**src/rtl/nyancat_frame_loader.sv**
```systemverilog
// Frame store writer: unpacks a 2-char/byte stream into the back bank of a
// double-buffered frame memory and swaps banks on vsync after a full load.
module nyancat_frame_loader #(
  parameter int NUM_FRAMES = 12,
  parameter int FRAME_W    = 64,
  parameter int FRAME_H    = 64,
  localparam int N         = NUM_FRAMES * FRAME_W * FRAME_H,
  localparam int ADDR_W    = $clog2(N)
) (
  input  logic              px_clk,
  input  logic              reset,
  input  logic              start,
  input  logic              s_valid,
  output logic              s_ready,
  input  logic [7:0]        s_data,
  input  logic              s_last,
  input  logic              vsync_pulse,
  output logic              wr_en,
  output logic              wr_bank,
  output logic [ADDR_W-1:0] wr_addr,
  output logic [3:0]        wr_data,
  output logic              disp_bank,
  output logic              busy,
  output logic              done,
  output logic              err
);

  typedef enum logic [2:0] {
    IDLE,
    RECV,
    WR_LO,
    DRAIN,
    WAIT_VS
  } state_t;

  localparam logic [ADDR_W-1:0] LAST_HI = ADDR_W'(N - 2);

  state_t            state_q, state_d;
  logic [ADDR_W-1:0] naddr_q, naddr_d;
  logic [3:0]        lo_q, lo_d;
  logic              last_q, last_d;
  logic              wr_en_q, wr_en_d;
  logic [ADDR_W-1:0] wr_addr_q, wr_addr_d;
  logic [3:0]        wr_data_q, wr_data_d;
  logic              disp_q, disp_d;
  logic              done_q, done_d;
  logic              err_q, err_d;

  always_ff @(posedge px_clk or posedge reset) begin
    if (reset) begin
      state_q   <= IDLE;
      naddr_q   <= '0;
      lo_q      <= '0;
      last_q    <= 1'b0;
      wr_en_q   <= 1'b0;
      wr_addr_q <= '0;
      wr_data_q <= '0;
      disp_q    <= 1'b0;
      done_q    <= 1'b0;
      err_q     <= 1'b0;
    end else begin
      state_q   <= state_d;
      naddr_q   <= naddr_d;
      lo_q      <= lo_d;
      last_q    <= last_d;
      wr_en_q   <= wr_en_d;
      wr_addr_q <= wr_addr_d;
      wr_data_q <= wr_data_d;
      disp_q    <= disp_d;
      done_q    <= done_d;
      err_q     <= err_d;
    end
  end

  always_comb begin
    state_d   = state_q;
    naddr_d   = naddr_q;
    lo_d      = lo_q;
    last_d    = last_q;
    wr_en_d   = 1'b0;
    wr_addr_d = wr_addr_q;
    wr_data_d = wr_data_q;
    disp_d    = disp_q;
    done_d    = 1'b0;
    err_d     = err_q;
    case (state_q)
      IDLE: begin
        if (start) begin
          state_d = RECV;
          naddr_d = '0;
          err_d   = 1'b0;
        end
      end
      RECV: begin
        if (s_valid) begin
          wr_en_d   = 1'b1;
          wr_addr_d = naddr_q;
          wr_data_d = s_data[7:4];
          lo_d      = s_data[3:0];
          last_d    = s_last;
          state_d   = WR_LO;
        end
      end
      WR_LO: begin
        wr_en_d   = 1'b1;
        wr_addr_d = naddr_q + ADDR_W'(1);
        wr_data_d = lo_q;
        naddr_d   = naddr_q + ADDR_W'(2);
        // length is judged against the high-nibble address of this byte
        if (last_q && naddr_q == LAST_HI) begin
          state_d = WAIT_VS;
        end else if (last_q) begin
          err_d   = 1'b1;
          state_d = IDLE;
        end else if (naddr_q == LAST_HI) begin
          err_d   = 1'b1;
          state_d = DRAIN;
        end else begin
          state_d = RECV;
        end
      end
      DRAIN: begin
        if (s_valid && s_last) state_d = IDLE;
      end
      WAIT_VS: begin
        if (vsync_pulse) begin
          disp_d  = ~disp_q;
          done_d  = 1'b1;
          state_d = IDLE;
        end
      end
      default: state_d = IDLE;
    endcase
  end

  assign s_ready   = (state_q == RECV) || (state_q == DRAIN);
  assign busy      = (state_q != IDLE);
  assign wr_en     = wr_en_q;
  assign wr_addr   = wr_addr_q;
  assign wr_data   = wr_data_q;
  assign disp_bank = disp_q;
  assign wr_bank   = ~disp_q;
  assign done      = done_q;
  assign err       = err_q;

endmodule

```
**config.mk**
```make
export PLATFORM = sky130hd
export DESIGN_NAME = nyancat_frame_loader
export DESIGN_NICKNAME = d
export VERILOG_FILES = /design/src/rtl/nyancat_frame_loader.sv
export SDC_FILE = /design/constraint.sdc
export NUM_CORES = 1
export LEC_CHECK = 0
export ABC_AREA = 0
export BUFFER_PORTS_ARGS = -buffer_cell sky130_fd_sc_hd__buf_2
export CAP_MARGIN = 25
export CORE_MARGIN = 2
export CORE_UTILIZATION = 41
export CTS_CLUSTER_SIZE = 20
export DETAILED_ROUTE_END_ITERATION = 16
export HOLD_SLACK_MARGIN = 0.12
export PLACE_DENSITY = 0.62
export SLEW_MARGIN = 25
export SYNTH_ARGS = -nofsm -noshare
export SYNTH_HDL_FRONTEND = slang
export SYNTH_SLANG_ARGS = --single-unit
```
**constraint.sdc**
```tcl
create_clock -name px_clk -period 5.8 [get_ports px_clk]
set_clock_uncertainty 0.2 [all_clocks]
set_input_delay 0.58 -clock px_clk [delete_from_list [all_inputs] [get_ports px_clk]]
set_output_delay 0.58 -clock px_clk [all_outputs]
set_load 0.005 [all_outputs]
```
; ---- After elaboration in Yosys (flattened, before gate mapping)
; Index checks and enable logic that the tools add are counted.
[totals]
reg_bits = 48
latchBits = 0
mem_bits_rw = 0
rom_bits = 0
input_bits = 14
output_inout_bits = 27
elab_cells = 60
memories = 0
[classes]
addsub = 2
mul = 0
div = 0
n_lt_le_gt_ge = 0
n_eq_ne = 11
shift = 0
muxes = 23
n_bitwise = 1
reduce_logical = 13
[op_table]
columns = cell, n
row1 = $pmux W16 S2, 2
row2 = $mux W16, 2
row3 = $add A16 B1 Y16 const B, 1
row4 = $add A16 B2 Y16 const B, 1
row5 = $eq A16 B16 Y1 const B, 1
row6 = $mux W3, 5
row7 = $pmux W3 S5, 1
row8 = $ne A2 B2 Y1 const B, 5
row9 = $pmux W4 S2, 1
row10 = $reduce_and A2 Y1, 4
row11 = $reduce_and A4 Y1, 2
row12 = $mux W1, 7
row13 = $eq A3 B2 Y1 const B, 2
row14 = $mux W2, 2
row15 = $mux W4, 1
row16 = $pmux W1 S2, 2
row17 = $reduce_bool A2 Y1, 2
row18 = $eq A3 B1 Y1 const B, 1
row19 = $eq A3 B3 Y1 const B, 1
row20 = $logic_not A3 Y1, 1
row21 = $ne A3 B3 Y1 const B, 1
row22 = $reduce_bool A3 Y1, 1
row23 = $logic_and A1 B1 Y1, 2
row24 = $logic_or A1 B1 Y1, 1
row25 = $not A1 Y1, 1

; ---- Longest topological paths before layout
[logic_depth]
depth_word = 5
mapped_depth = 6
mapped_depth_nobuf = 5

; ---- Worst setup path after synthesis
; No wires, ideal clock.
[synth_path]
kind = reg-to-reg
from = register state_q[2]
to = register naddr_q[14]
setup_ns = 0.127
arrival_ns = 1.667
required_time_ns = 5.473
slack_ns = 3.806
path_stages_with_launch = 6
n_path_buf = 1
period_less_slack_ns = 1.994
path_cell_list = dfrtp_1 or3b_1 or4_1 buf_2 o211ai_2 o31ai_2
[synth_via]
elab_chain_cells = 3
elab_cells_between_ends = 6
cone_classes = 2 x eq/ne / 1 x mux / 3 x reduce/logical
[synth_rtl]
columns = element, line_no
row1 = "start, declared", 38  ; state_t state_q, state_d;
row2 = "start signal, assigned", 62  ; state_q <= state_d;
row3 = $eq A3 B2 Y1 or $logic_not A3 Y1 (tied branches), 86  ; case (state_q)
row4 = $reduce_bool A2 Y1 (no source line) or $ne A2 B2 Y1 (tied branches), -
row5 = $reduce_and A2 Y1 (no source line), -
row6 = "end signal, assigned", 63  ; naddr_q <= naddr_d;
row7 = "end, declared", 39  ; logic [ADDR_W-1:0] naddr_q, naddr_d;
; Several ways; a longest one is shown, not always the timed one.
; A chain may end at the register's enable or synchronous reset.

; ---- Worst setup path after layout
[layout_path]
from = register state_q[1]
to = register naddr_q[14]
; The elaborated chain is that of the path after synthesis.

==> impl_results.md <==
- Final-layout fill cell count: 446
- Top achievable clock speed: 420 MHz
- Clock Tree Buf Depth: 2
- Sinks on the clock net: 47
- Post-cts gate resize count: 0
- Syn Std Cell Area: 0.00206 mm^2
- First-pass GRT wire length: 6600 um
- Via density: 5.11
- Prevailing post-synth register cell: dfrtp_1
- Routed vias: 1452
- Worst Max-Slew Pin Slew: 0.793 ns
- Die Wd: 74.9 um
- Critical path, cell by cell: or3b_1, or4_1, o211ai_2, o31ai_2
- Maximum fanout along the worst path: 12
- Library cells used by synthesis: 38
- Via count of the first global-routing pass: 1387
- Count of antenna diodes in the layout: 0
- Synthesized netlist net count: 188
- # IOs: 41
- Final net count: 231
- Final critical-path share of the clock period: 41.1%
- Commonest non-fill, non-tap cells in the layout: dfrtp_1 (47), buf_2 (40), mux2_2 (20)
- Proportion of register bits with asynchronous set or reset after synthesis: 100%
- Pin count of the biggest net entering global routing: 48
- # Max-Cap Violations: 0
- Count of buffers added by post-CTS timing repair for setup: 0
- H-tree depth: 2
- Post-placement worst setup slack: 3.43 ns
- Endpoints failing setup: 0
- RSZ-0062 raised after global routing: no
- Result of the run: completed
- Worst endpoint required time: 5.79 ns
- Combined global-route utilization of all metal layers: 16.0%
- Fraction of final layout cells sized beyond drive strength 1: 36.9%
- Number of non-filler instances in the completed layout: 284
- Synth warn: 0
- DRC violation count after routing: 0
- Initial detailed-routing violation count: 52
- Worst Hold Class: primary input to asynchronous set/reset pin
- Overall die area: 0.00561 mm^2
- Number of standard cells after synthesis: 173
- Hold Buf Count CTS: 0
- Mean instance size in the synthesized netlist: 11.9 um^2
- Routed WL per cell: 13.6 um
- Category of the most critical setup path: flop to flop
- Antenna violation net count after detailed routing: 0
- Routability congestion estimate from global placement: 0.695
- Share of the core filled with cells: 51.0%
- Final WL: 3880 um
- Total Negative Setup Slacks: 0 ns
- Final HPWL from detailed placement: 2630 um
- Post-layout worst setup margin: 3.42 ns
- Clk root buf: clkbuf_8
- Number of antenna violations at the first check in global routing: 0
- Pre-Repair DR Iteration Count: 4
- Final number of max-transition violations: 0
- Largest delay share family, worst path: simple AND/OR/NAND/NOR gates
- Nature of the critical path startpoint: flop
- GRT Residual Overflow: 0
- Hold slack final: 0.193 ns
- Die boundary height: 74.9 um
- Worst setup EP type: flop
- Core area: 0.00479 mm^2
- Sequential-to-total area share from yosys stat: 57.1%
- Effective utilization at floorplan: 43.1%
- Arrival @ worst endpoint: 2.37 ns
- Pwr per Cell Area: 387 mW/mm^2
- Cell total after placement: 276
- CTS clk-pin slew, worst paths: 0.08 ns
- Delay contributed by the slowest stage of the critical path: 0.72 ns
- Worst supply voltage drop on vdd: 0.204 mV
- Slowest stage cell, crit path: or4_1
- Count of buffers inserted at the top-level ports: 40
- Critical path buffer and inverter count: 0
- Worst-Skew Late Latency: 0.30 ns
- Static leakage power: 0.00120 uW
- Synth Register Bits: 47
- Headroom to the max-slew limit: 47.0%
- Most common cell after layout, fill and taps aside: dfrtp_1
- Clock period minus final worst setup slack: 2.38 ns
- TritonCTS clock tree: built
- Hold violation total from the final report: 0
- Post-synth EDFFs: 0
- Total CTS buffers: 5
- Row Count: 25
- Synth-to-layout area growth: 18.5%
[cells by family after synthesis]
logic type	share of synthesized area, %
muxes	15.3
and+or+nand+nor	12.4
DFF	57.1
xor gates and xnor gates	1.28
buffers and inverters	2.79
AOI/OAI and AO/OA	10.6
adders and majority gates	0.607
[area by class of cell]
cell class / instances / area [um^2] / share of cell area (%)
Sequential cell: 47 / 1180 / 48.2
Clock buffer: 8 / 100 / 4.10
Multi-Input combinational cell: 112 / 832 / 34.1
Timing Repair Buffer: 43 / 223 / 9.12
Tap cell: 67 / 83.8 / 3.43
Inverter: 7 / 27.5 / 1.13
[cell usage after synthesis (3+ instances only)]
cell type / instances / share of area [%]
clkbuf_1: 3 / 0.55
dfrtp_1: 47 / 57
o21ai_0: 14 / 3.4
nor2_1: 5 / 0.91
mux2_2: 20 / 11
nand2_1: 18 / 3.3
nand4_1: 5 / 1.5
inv_1: 7 / 1.3
nand3_1: 4 / 0.97
mux2i_1: 9 / 4.4
xnor2_1: 3 / 1.3
buf_2: 4 / 0.97
[worst paths after layout]
check                      slack (ns)                       to                    from  cells after the start
max                              3.42  naddr_q[14]$_DFFE_PP0P_  state_q[1]$_DFFE_PP0P_                      4
max reg2reg                      3.42  naddr_q[14]$_DFFE_PP0P_  state_q[1]$_DFFE_PP0P_                      4
max in group asynchronous        4.73   wr_addr[2]$_DFFE_PP0P_                   reset                      2
min reg2reg                      0.28   wr_data[1]$_DFFE_PP0P_     lo_q[1]$_DFFE_PP0P_                      2
min                              0.19          wr_en$_DFF_PP0_                   reset                      2
min in group px_clk              0.28   wr_data[1]$_DFFE_PP0P_     lo_q[1]$_DFFE_PP0P_                      2
[flip-flops by register name, summed over array words and instances, names as in the netlist]
register	count
wr_addr	16
err	1
disp_bank	1
wr_en	1
naddr_q	15
last_q	1
done	1
state_q	3
lo_q	4
wr_data	4
[layer usage]
| layer | wire length, um | global-route usage, % |
|---|---|---|
| met5 | 0 | 0 |
| met4 | 65 | 6.55 |
| met3 | 185 | 4.82 |
| met2 | 1840 | 24.4 |
| met1 | 1790 | 21.5 |
[power breakdown]
| group | internal [uW] | switching [uW] | total, uW |
|---|---|---|---|
| clock | 109 | 106 | 215 |
| combinational | 140 | 149 | 289 |
| sequential | 395 | 46.9 | 442 |
| total | 644 | 302 | 946 |
[metrics by stage]
stage / cell area (um^2) / power, uW
after floorplan: 2060 / 638
after global placement: 2340 / 739
after detailed placement: 2340 / 743
after CTS: 2440 / 961
after global routing: 2440 / 1020
final: 2440 / 946
No activity file was read; power rests on OpenSTA's default activity.
